==> config.mk <==
export PLATFORM = sky130hd
export DESIGN_NAME = cordic_iter
export DESIGN_NICKNAME = d
export VERILOG_FILES = /design/src/rtl/cordic_pkg.sv /design/src/rtl/cordic_microrot.sv /design/src/rtl/cordic_iter.sv
export SDC_FILE = /design/constraint.sdc
export NUM_CORES = 1
export LEC_CHECK = 0
export BUFFER_PORTS_ARGS = -buffer_cell sky130_fd_sc_hd__buf_2
export CAP_MARGIN = 15
export CORE_MARGIN = 3
export CORE_UTILIZATION = 40
export CTS_CLUSTER_DIAMETER = 120
export CTS_CLUSTER_SIZE = 16
export DETAILED_ROUTE_END_ITERATION = 16
export GPL_TIMING_DRIVEN = 0
export PLACE_DENSITY_LB_ADDON = 0.05
export SYNTH_ARGS = -nofsm -noshare
export SYNTH_HDL_FRONTEND = slang
export SYNTH_HIERARCHICAL = 1
export SYNTH_SLANG_ARGS = --single-unit
==> constraint.sdc <==
create_clock -name clk -period 7.35 [get_ports clk]
set_input_delay 1.1025 -clock clk [delete_from_list [all_inputs] [get_ports clk]]
set_output_delay 1.1025 -clock clk [all_outputs]
set_load 0.01 [all_outputs]
==> src/rtl/cordic_pkg.sv <==
// cordic_pkg: shared constants and elaboration-time helpers for the iterative CORDIC engine.
// Latency: n/a (types, constants and constant functions only).
// Backpressure: n/a.
package cordic_pkg;

    // FSM encoding
    localparam logic [1:0] ST_IDLE = 2'd0;
    localparam logic [1:0] ST_RUN  = 2'd1;
    localparam logic [1:0] ST_COMP = 2'd2;
    localparam logic [1:0] ST_DONE = 2'd3;

    // Two guard bits absorb the ~1.647 CORDIC gain plus the sqrt(2) diagonal growth.
    localparam int GUARD_BITS = 2;

    // Shift taps approximating 1/K = 0.6074: 2^-1 + 2^-3 - 2^-6 - 2^-9
    localparam int COMP_SH0 = 1;
    localparam int COMP_SH1 = 3;
    localparam int COMP_SH2 = 6;
    localparam int COMP_SH3 = 9;

    // Fixed-point fraction used while generating the arctangent table.
    localparam int ATAN_FRAC = 60;

    function automatic int iw_of(input int w);
        return w + GUARD_BITS;
    endfunction

    // atan(1/n) * 2^ATAN_FRAC by Taylor series; converges quickly for n >= 2.
    function automatic logic [63:0] atan_inv(input logic [63:0] n);
        logic [63:0] p;
        logic [63:0] acc;
        p   = (64'd1 << ATAN_FRAC) / n;
        acc = '0;
        for (int k = 0; k < 48; k++) begin
            if (k[0] == 1'b0) acc = acc + p / 64'(2 * k + 1);
            else              acc = acc - p / 64'(2 * k + 1);
            // two divides instead of n*n keeps large n from overflowing
            p = p / n;
            p = p / n;
        end
        return acc;
    endfunction

    // round(atan(2^-i) * 2^(w-2)); atan(1) comes from Machin's formula.
    function automatic logic [63:0] atan_lut(input int i, input int w);
        logic [63:0] a;
        if (i == 0) a = 64'd4 * atan_inv(64'd5) - atan_inv(64'd239);
        else        a = atan_inv(64'd1 << i);
        return (a + (64'd1 << (61 - w))) >> (62 - w);
    endfunction

    // Gain compensation on a sign-extended operand; callers truncate back to IW.
    function automatic logic signed [63:0] gain_comp(input logic signed [63:0] v);
        return (v >>> COMP_SH0) + (v >>> COMP_SH1) - (v >>> COMP_SH2) - (v >>> COMP_SH3);
    endfunction

endpackage

==> src/rtl/cordic_microrot.sv <==
// cordic_microrot: one CORDIC micro-rotation (x, y, theta) by shift index i and direction d.
// Latency: combinational; the caller registers the result.
// Backpressure: none (pure datapath).
module cordic_microrot #(
    parameter int IW = 14,
    parameter int SW = 4
) (
    input  logic signed [IW-1:0] i_x,
    input  logic signed [IW-1:0] i_y,
    input  logic signed [IW-1:0] i_z,
    input  logic        [SW-1:0] i_shift,
    input  logic                 i_dir_pos,
    input  logic signed [IW-1:0] i_atan,
    output logic signed [IW-1:0] o_x,
    output logic signed [IW-1:0] o_y,
    output logic signed [IW-1:0] o_z
);

    logic signed [IW-1:0] w_xs;
    logic signed [IW-1:0] w_ys;

    assign w_xs = i_x >>> i_shift;
    assign w_ys = i_y >>> i_shift;

    // d=+1 turns the vector clockwise and adds the angle; d=-1 does the opposite
    always_comb begin
        o_x = i_x;
        o_y = i_y;
        o_z = i_z;
        if (i_dir_pos) begin
            o_x = i_x + w_ys;
            o_y = i_y - w_xs;
            o_z = i_z + i_atan;
        end else begin
            o_x = i_x - w_ys;
            o_y = i_y + w_xs;
            o_z = i_z - i_atan;
        end
    end

endmodule

==> src/rtl/cordic_iter.sv <==
// cordic_iter: iterative CORDIC, rotation or vectoring per request, one micro-rotation per cycle.
// Latency: accept on edge E -> out_valid after edge E+ITER (E+ITER+1 when CORDIC_GAIN_COMP_EN adds the 1/K cycle).
// Backpressure: one request in flight; result held in DONE until out_ready, in_ready low outside IDLE.
module cordic_iter
    import cordic_pkg::*;
#(
    parameter int W    = 12,
    parameter int ITER = 12
) (
    input  logic                clk,
    input  logic                rst,
    input  logic                in_valid,
    output logic                in_ready,
    input  logic                mode,
    input  logic signed [W-1:0] x_in,
    input  logic signed [W-1:0] y_in,
    input  logic signed [W-1:0] theta_in,
    output logic                out_valid,
    input  logic                out_ready,
    output logic signed [W-1:0] x_out,
    output logic signed [W-1:0] y_out,
    output logic signed [W-1:0] theta_out
);

    localparam int IW  = iw_of(W);
    localparam int SW  = (ITER > 1) ? $clog2(ITER) : 1;
    localparam int TAB = 1 << SW;

    localparam logic signed [IW-1:0] SAT_HI = IW'((1 << (W - 1)) - 1);
    localparam logic signed [IW-1:0] SAT_LO = IW'(-(1 << (W - 1)));

    logic [1:0]           r_state;
    logic [SW-1:0]        r_iter;
    logic                 r_mode;
    logic signed [IW-1:0] r_x;
    logic signed [IW-1:0] r_y;
    logic signed [IW-1:0] r_z;

    logic signed [IW-1:0] w_atan_tab [TAB];
    logic signed [IW-1:0] w_nx;
    logic signed [IW-1:0] w_ny;
    logic signed [IW-1:0] w_nz;
    logic                 w_dir_pos;

    // Arctangent ROM resolved at elaboration; entries past ITER-1 are never addressed.
    for (genvar gi = 0; gi < TAB; gi++) begin : g_atan
        localparam logic [63:0] ATAN_VAL = (gi < ITER) ? atan_lut(gi, W) : 64'd0;
        assign w_atan_tab[gi] = ATAN_VAL[IW-1:0];
    end

    // Vectoring chases y to zero, rotation chases theta to zero.
    assign w_dir_pos = r_mode ? ~r_y[IW-1] : r_z[IW-1];

    cordic_microrot #(
        .IW (IW),
        .SW (SW)
    ) u_microrot (
        .i_x       (r_x),
        .i_y       (r_y),
        .i_z       (r_z),
        .i_shift   (r_iter),
        .i_dir_pos (w_dir_pos),
        .i_atan    (w_atan_tab[r_iter]),
        .o_x       (w_nx),
        .o_y       (w_ny),
        .o_z       (w_nz)
    );

`ifdef CORDIC_GAIN_COMP_EN
    logic signed [IW-1:0] w_cx;
    logic signed [IW-1:0] w_cy;
    assign w_cx = IW'(gain_comp(64'(r_x)));
    assign w_cy = IW'(gain_comp(64'(r_y)));
`endif

    function automatic logic signed [W-1:0] sat(input logic signed [IW-1:0] v);
        logic signed [IW-1:0] c;
        if (v > SAT_HI)      c = SAT_HI;
        else if (v < SAT_LO) c = SAT_LO;
        else                 c = v;
        return c[W-1:0];
    endfunction

    // Request load, per-cycle micro-rotation, optional scaling, and result hold.
    always_ff @(posedge clk) begin
        if (rst) begin
            r_state <= ST_IDLE;
            r_iter  <= '0;
            r_mode  <= 1'b0;
            r_x     <= '0;
            r_y     <= '0;
            r_z     <= '0;
        end else begin
            case (r_state)
                ST_IDLE: begin
                    if (in_valid) begin
                        r_x     <= {{GUARD_BITS{x_in[W-1]}}, x_in};
                        r_y     <= {{GUARD_BITS{y_in[W-1]}}, y_in};
                        r_z     <= {{GUARD_BITS{theta_in[W-1]}}, theta_in};
                        r_mode  <= mode;
                        r_iter  <= '0;
                        r_state <= ST_RUN;
                    end
                end
                ST_RUN: begin
                    r_x <= w_nx;
                    r_y <= w_ny;
                    r_z <= w_nz;
                    if (r_iter == SW'(ITER - 1)) begin
                        r_iter <= '0;
`ifdef CORDIC_GAIN_COMP_EN
                        r_state <= ST_COMP;
`else
                        r_state <= ST_DONE;
`endif
                    end else begin
                        r_iter <= r_iter + 1'b1;
                    end
                end
                ST_COMP: begin
`ifdef CORDIC_GAIN_COMP_EN
                    r_x     <= w_cx;
                    r_y     <= w_cy;
                    r_state <= ST_DONE;
`else
                    r_state <= ST_IDLE;
`endif
                end
                ST_DONE: begin
                    if (out_ready) r_state <= ST_IDLE;
                end
                default: r_state <= ST_IDLE;
            endcase
        end
    end

    assign in_ready  = (r_state == ST_IDLE);
    assign out_valid = (r_state == ST_DONE);
    assign x_out     = sat(r_x);
    assign y_out     = sat(r_y);
    assign theta_out = sat(r_z);

endmodule

# After elaboration in Yosys (flattened, before gate mapping)
# Memories as Yosys holds them, arrays and structs flattened.
# Cells that the tools add are included.
[totals] mem_count=1 output_inout_bits=38 wordCells=62 ff_bits=49 input_bits=41 rom_bits=224
[classes] n_mux=25 n_reduce_logical=5 bitwise_logic=2 shifts=2 eq_ne=7 magnitude_cmp=7 n_addsub=7
[mem_list] name="(no name shown)" words=16 word_bits=14 rd=1 rd_clocked_by_memory_dff=0 write_ports=0 line="cordic_iter.sv:63" text=".i_atan (w_atan_tab[r_iter]),"
[ops] cell="14-bit 2-to-1 mux" n=8
[ops] cell="14-bit case mux with 2 select lines" n=3
[ops] cell="12-bit 2-to-1 mux" n=6
[ops] cell="14-bit adder" n=3
[ops] cell="14-bit by 12-bit greater-than comparator with 1-bit output, second input constant" n=3
[ops] cell="14-bit by 12-bit less-than comparator with 1-bit output, second input constant" n=3
[ops] cell="14-bit subtractor" n=3
[ops] cell="14-bit by 4-bit >>> shifter with 14-bit output" n=2
[ops] cell="4-bit 2-to-1 mux" n=2
[ops] cell="2-bit case mux with 4 select lines" n=1
[ops] cell="4-bit case mux with 2 select lines" n=1
[ops] cell="2-bit 2-to-1 mux" n=3
[ops] cell="5-bit >= comparator, second input constant" n=1
[ops] cell="4-bit inverter with 5-bit output" n=1
[ops] cell="4-bit by 1-bit adder with 4-bit output, second input constant" n=1
[ops] cell="2-bit == test, second input constant" n=2
[ops] cell="4-bit == test, second input constant" n=1
[ops] cell="2-bit != test, second input constant" n=2
[ops] cell="2-bit AND reduction" n=2
[ops] cell="3-bit AND reduction" n=1
[ops] cell="2-bit by 1-bit == test with 1-bit output, second input constant" n=1
[ops] cell="2-bit logical NOT" n=1
[ops] cell="2-bit by 1-bit != test with 1-bit output, second input constant" n=1
[ops] cell="2-bit nonzero test" n=1
[ops] cell="other kinds (2)" n=2

# Longest topological paths before layout
[logic_depth] word_depth=7 mapped_depth=20 ltp_nobuf=20

# Hierarchy
# Netlist, hierarchy kept.
[modules_own_cells] module="cordic_microrot" area_per_inst_um2=3632.2 instances=1 seq_area_each_um2=0.0 cells_each=461
[modules_own_cells] module="cordic_iter" area_per_inst_um2=2746.4 instances=1 seq_area_each_um2=980.9 cells_each=388

# Least setup slack after synthesis
# OpenSTA, ideal clock, no wires.
[synth_path] kind="register to register" startpoint="register r_iter[1]" endpoint="register r_x[10]" setup_time_ps=86 path_slack_ps=2755 path_stages_with_launch=19 period_less_slack_ps=4595 arrival_ps=4509 cell_sequence="dfxtp_1 buf_2 buf_1 buf_1 mux4_2 or2_2 a31oi_1 ha_1 mux2_2 fa_1 a21o_1 a21oi_1 nor2b_1 o21a_1 o311a_1 nor3_1 xnor2_1 a21oi_1 a211oi_1"
[synth_between] elab_chain_len=4 word_cells_on_any_way=5 cone_classes="add/sub: 2; shift: 1; mux: 2"
[synth_rtl] item="start, declared" line="cordic_iter.sv:33" text="logic [SW-1:0] r_iter;"
[synth_rtl] item="start signal, assigned" line="cordic_iter.sv:117" text="r_iter <= r_iter + 1'b1;"
[synth_rtl] item="14-bit by 4-bit >>> shifter with 14-bit output (*)" line="cordic_microrot.sv:23" text="assign w_ys = i_y >>> i_shift;"
[synth_rtl] item="14-bit subtractor / 14-bit adder (equally long branches)" line="cordic_microrot.sv:35, cordic_microrot.sv:31"
[synth_rtl] item="14-bit 2-to-1 mux (*)" line="cordic_microrot.sv:30" text="if (i_dir_pos) begin"
[synth_rtl] item="net w_nx[10]" line="cordic_iter.sv:40" text="logic signed [IW-1:0] w_nx;"
[synth_rtl] item="14-bit case mux with 2 select lines (*)" line="cordic_iter.sv:94" text="case (r_state)"
[synth_rtl] item="end signal, assigned" line="cordic_iter.sv:97" text="r_x <= {{GUARD_BITS{x_in[W-1]}}, x_in};"
[synth_rtl] item="end signal, assigned" line="cordic_iter.sv:106" text="r_x <= w_nx;"
[synth_rtl] item="end, declared" line="cordic_iter.sv:35" text="logic signed [IW-1:0] r_x;"
# The timed path passes the listed nets; every way through them passes the cells marked *.
# A chain may end at the register's enable or synchronous reset.

# Worst setup path in the final report
[layout_path] startpoint="register r_iter[1]" endpoint="register r_y[13]"
[layout_between] elab_chain_len=4 word_cells_on_any_way=5 cone_classes="add/sub: 2; shift: 1; mux: 2"
[layout_rtl] item="14-bit by 4-bit >>> shifter with 14-bit output (*)" line="cordic_microrot.sv:22" text="assign w_xs = i_x >>> i_shift;"
[layout_rtl] item="14-bit adder / 14-bit subtractor (equally long branches)" line="cordic_microrot.sv:36, cordic_microrot.sv:32"
[layout_rtl] item="14-bit 2-to-1 mux (*)" line="cordic_microrot.sv:30"
[layout_rtl] item="net w_ny[13]" line="cordic_iter.sv:41" text="logic signed [IW-1:0] w_ny;"
[layout_rtl] item="14-bit case mux with 2 select lines (*)" line="cordic_iter.sv:94"
[layout_rtl] item="end signal, assigned" line="cordic_iter.sv:98" text="r_y <= {{GUARD_BITS{y_in[W-1]}}, y_in};"
[layout_rtl] item="end signal, assigned" line="cordic_iter.sv:107" text="r_y <= w_ny;"
[layout_rtl] item="end, declared" line="cordic_iter.sv:36" text="logic signed [IW-1:0] r_y;"
# Marks and branches as above.

==> key figures <==
Die
  • Boundary Pins: 79
  • Die W: 132 µm
  • Row count: 45
  • Die Area: around 17000 µm²
  • Die H: between 100 and 150 µm
  • Initial core utilization: 41.3%
  • Core area: 15400 µm²

Cells and area
  • P&R area growth vs syn: 13.0%
  • Finished Core Util: 46.7%
  • N_diodes: 0
  • Layout cells sized above 1: between 10% and 20%
  • Nets@finish: between 1000 and 1500

Detailed routing
  • Drt wl/cell: 17.4 µm
  • Initial DRC Count: 374
  • Antenna Nets Post-Route: 0
  • Vias per std cell: roughly 5.5
  • Drt pass-1 iters: 5
  • WL final: about 20 mm
  • DRC viols: 0
  • Vias: 6292

CTS
  • Num CTS Buffers: 5
  • Htree depth: 2
  • Hold buffer count at cts: 0
  • TritonCTS Sinks: 49
  • CTS Buffer Depth: 2
  • Post-CTS Resized: 0
  • Worst-path clk slew: 80 ps
  • CTS root buf: clkbuf_16
  • Postcts setup bufs: 0
  • Clock Latency Late Sink: 310 ps
  • CTS tree: built

Worst hold path
  • Worst hold path depth: 2
  • HP Start: r_z[3]
  • Worst hold-check path type: reg2reg
  • Hold Crit Endpoint: r_z[3]

Critical path
  • CP required: 7570 ps
  • Reg2Reg Capture Point: r_y[13]
  • Reg-to-reg slack, setup: ~1900 ps
  • Crit path max-delay family: compound AO/OA/AOI/OAI gates
  • Critical path, cell by cell: buf_2 -> buf_1 -> mux4_1 -> or2_2 -> a31oi_1 -> ha_1 -> a21oi_1 -> ha_1 -> nor2b_1 -> o21a_1 -> o21ai_0 -> a21oi_1 -> and4_1 -> o31ai_1 -> o21ai_0 -> xnor2_1 -> nand2_1 -> a311oi_1
  • Buf/Inv on CP: 2
  • CP max FO: 10
  • Setup crit end kind: flip-flop
  • Worst r2r path cells: 18
  • Critical path class: reg2reg
  • RR Startpoint: r_iter[1]
  • Crit path max-delay cell type: dfxtp_1
  • CP max stage delay: 500 ps
  • Startpoint types: flip-flop
  • WP data arrival: 5710 ps

Placement
  • Hpwl dp: around 16 mm
  • IO Port Bufs: 77
  • Placer congestion estimate: a little over 0.9

Outcome
  • Outcome: finished, final reports clean

Power and ir drop
  • Worst vdd ir: ~0.11 mV
  • Reg power frac: about a fifth
  • Clock share of power: 12.7%
  • Pwr Total: 1.97 mW
  • PD cells: about 270 nW/µm²
  • Power share of the combinational group: about two thirds
  • Sw Share: 47.2%
  • Cell leakage power: 3.18 nW
  • Psw: 0.931 mW
  • Cell-internal power: around 1.0 mW

Global routing
  • Vias in the first global route: 6090
  • Initial antenna violation count: 0
  • Largest net degree at the start of global routing: 19
  • Grt ovf: 0
  • Total track usage: 22.7%
  • First-pass GRT wire length: 32.3 mm

STA
  • Period Utilization, post-route: 74.7%
  • RSZ-0062 raised after global routing: no
  • # setup viols final: 0
  • Pins Over Slew Limit: 0
  • Skew final: 11.5 ps
  • Worst slew margin: 46.7%
  • Min Tclk post-route: 5490 ps
  • Hold WS: 528 ps
  • Max Freq: 0.182 GHz
  • Worst Tran Pin Value: 799 ps
  • Fin. Hold Viols: 0
  • Setup TNS: 0 ps

Synthesis
  • Most common cell in the netlist: nor2_1
  • Post-Syn Instances: between 800 and 900
  • Post-synth top area share: 15.4%
  • Yosys Warn Count: 6
  • Count of cell types in the netlist: 64
  • Synthesized cell area: 6380 µm²
  • Post-synthesis sequential area ratio: 15.4%
  • EDFF count, synth: 0
  • Top post-synthesis cells by area: dfxtp_1 (15%), ha_1 (9.8%), nor2_1 (9.4%), a21oi_1 (6.9%), xnor2_1 (6.6%)
  • Synth Flop Type: dfxtp_1
  • Top cells by count, synth: nor2_1 (160), a21oi_1 (88), nand2_1 (79), ha_1 (50), dfxtp_1 (49)
  • Yosys reg bits: 49
  • Synth async-reset ratio: 0%
  • Avg Inst Size Synth: around 7.5 µm²
  • Area leader, netlist: dfxtp_1

Run
  • Max-cap violations: 0
per-stage QoR:
stage,instances,setup slack (ps),area (µm²)
2_1_floorplan,855,2760,6400
3_3_place_gp,1143,1890,7050
3_5_place_dp,1143,1880,7050
4_1_cts,1151,1860,7210
5_1_grt,1151,1430,7210
6_report,1151,1860,7210
worst reg2reg max path: stages, from the launching register on:
cell,delay (ps)
dfxtp_1,500
buf_2,300
buf_1,450
mux4_1,420
or2_2,290
a31oi_1,440
ha_1,330
a21oi_1,370
ha_1,310
nor2b_1,130
o21a_1,170
o21ai_0,220
a21oi_1,140
and4_1,240
o31ai_1,360
o21ai_0,190
xnor2_1,190
nand2_1,100
a311oi_1,260
state kept, by name, summed over array words and instances (netlist names):
register / count
r_iter: 4
r_y: 14
r_z: 14
r_mode: 1
r_x: 14
r_state: 2
layout make-up:
| type | count | area (µm²) |
|---|---|---|
| tap | 211 | 264 |
| clock inverter | 3 | 33.8 |
| fill | 1628 | 8220 |
| sequential | 49 | 981 |
| timing repair buffer | 77 | 385 |
| buffer | 56 | 283 |
| multi-input combinational | 723 | 5040 |
| inverter | 27 | 101 |
| clock buffer | 5 | 125 |
cells by family after synthesis:
group           count (synthesis)  synth area share [%]
buf+inv                        83                  6.02
simple gates                  331                  22.6
compound gates                221                  23.6
mux                            37                  11.5
fa+ha+maj                      53                  10.7
other cells                     1                0.0588
flops                          49                  15.4
xor+xnor                       74                  10.2
layer usage:
layer / track usage (%) / wire (µm)
met3: 2.29 / 862
met1: 31.6 / 9530
met5: 0 / 0
met2: 37.7 / 9210
met4: 6.58 / 473
how the worst max path moves through the flow:
stage	startpoint	endpoint	slack, ps	cells past startpoint
finish	r_iter[1]	r_y[13]	1860	18
floorplan	r_iter[1]	r_x[10]	2760	18
detailed placement	r_iter[1]	r_y[13]	1880	18
CTS	r_iter[1]	r_y[13]	1860	18
global route	r_iter[1]	r_x[10]	1430	18
global placement	r_iter[1]	r_y[13]	1890	18
power by group through the flow:
stage / clock, mW / combinational (mW) / sequential (mW)
after floorplan: 0 / 1.05 / 0.350
after global placement: 0 / 1.34 / 0.387
after detailed placement: 0 / 1.33 / 0.387
after CTS: 0.255 / 1.34 / 0.381
after global routing: 0.265 / 1.50 / 0.388
final: 0.251 / 1.34 / 0.381
cell usage in the layout (no fill, tap or decap), drive strengths merged, types with 10 or more instances in the layout:
master / instances
ha: 50
nand2: 79
xnor2: 48
dfxtp: 49
a21oi: 88
buf: 106
nor2b: 10
o21ai: 13
a211oi: 44
clkbuf: 32
nor3: 22
inv: 26
mux4: 25
nand3: 16
nor2: 161
a31oi: 14
xor2: 26
Note: power is estimated with default switching activity, not from simulation.
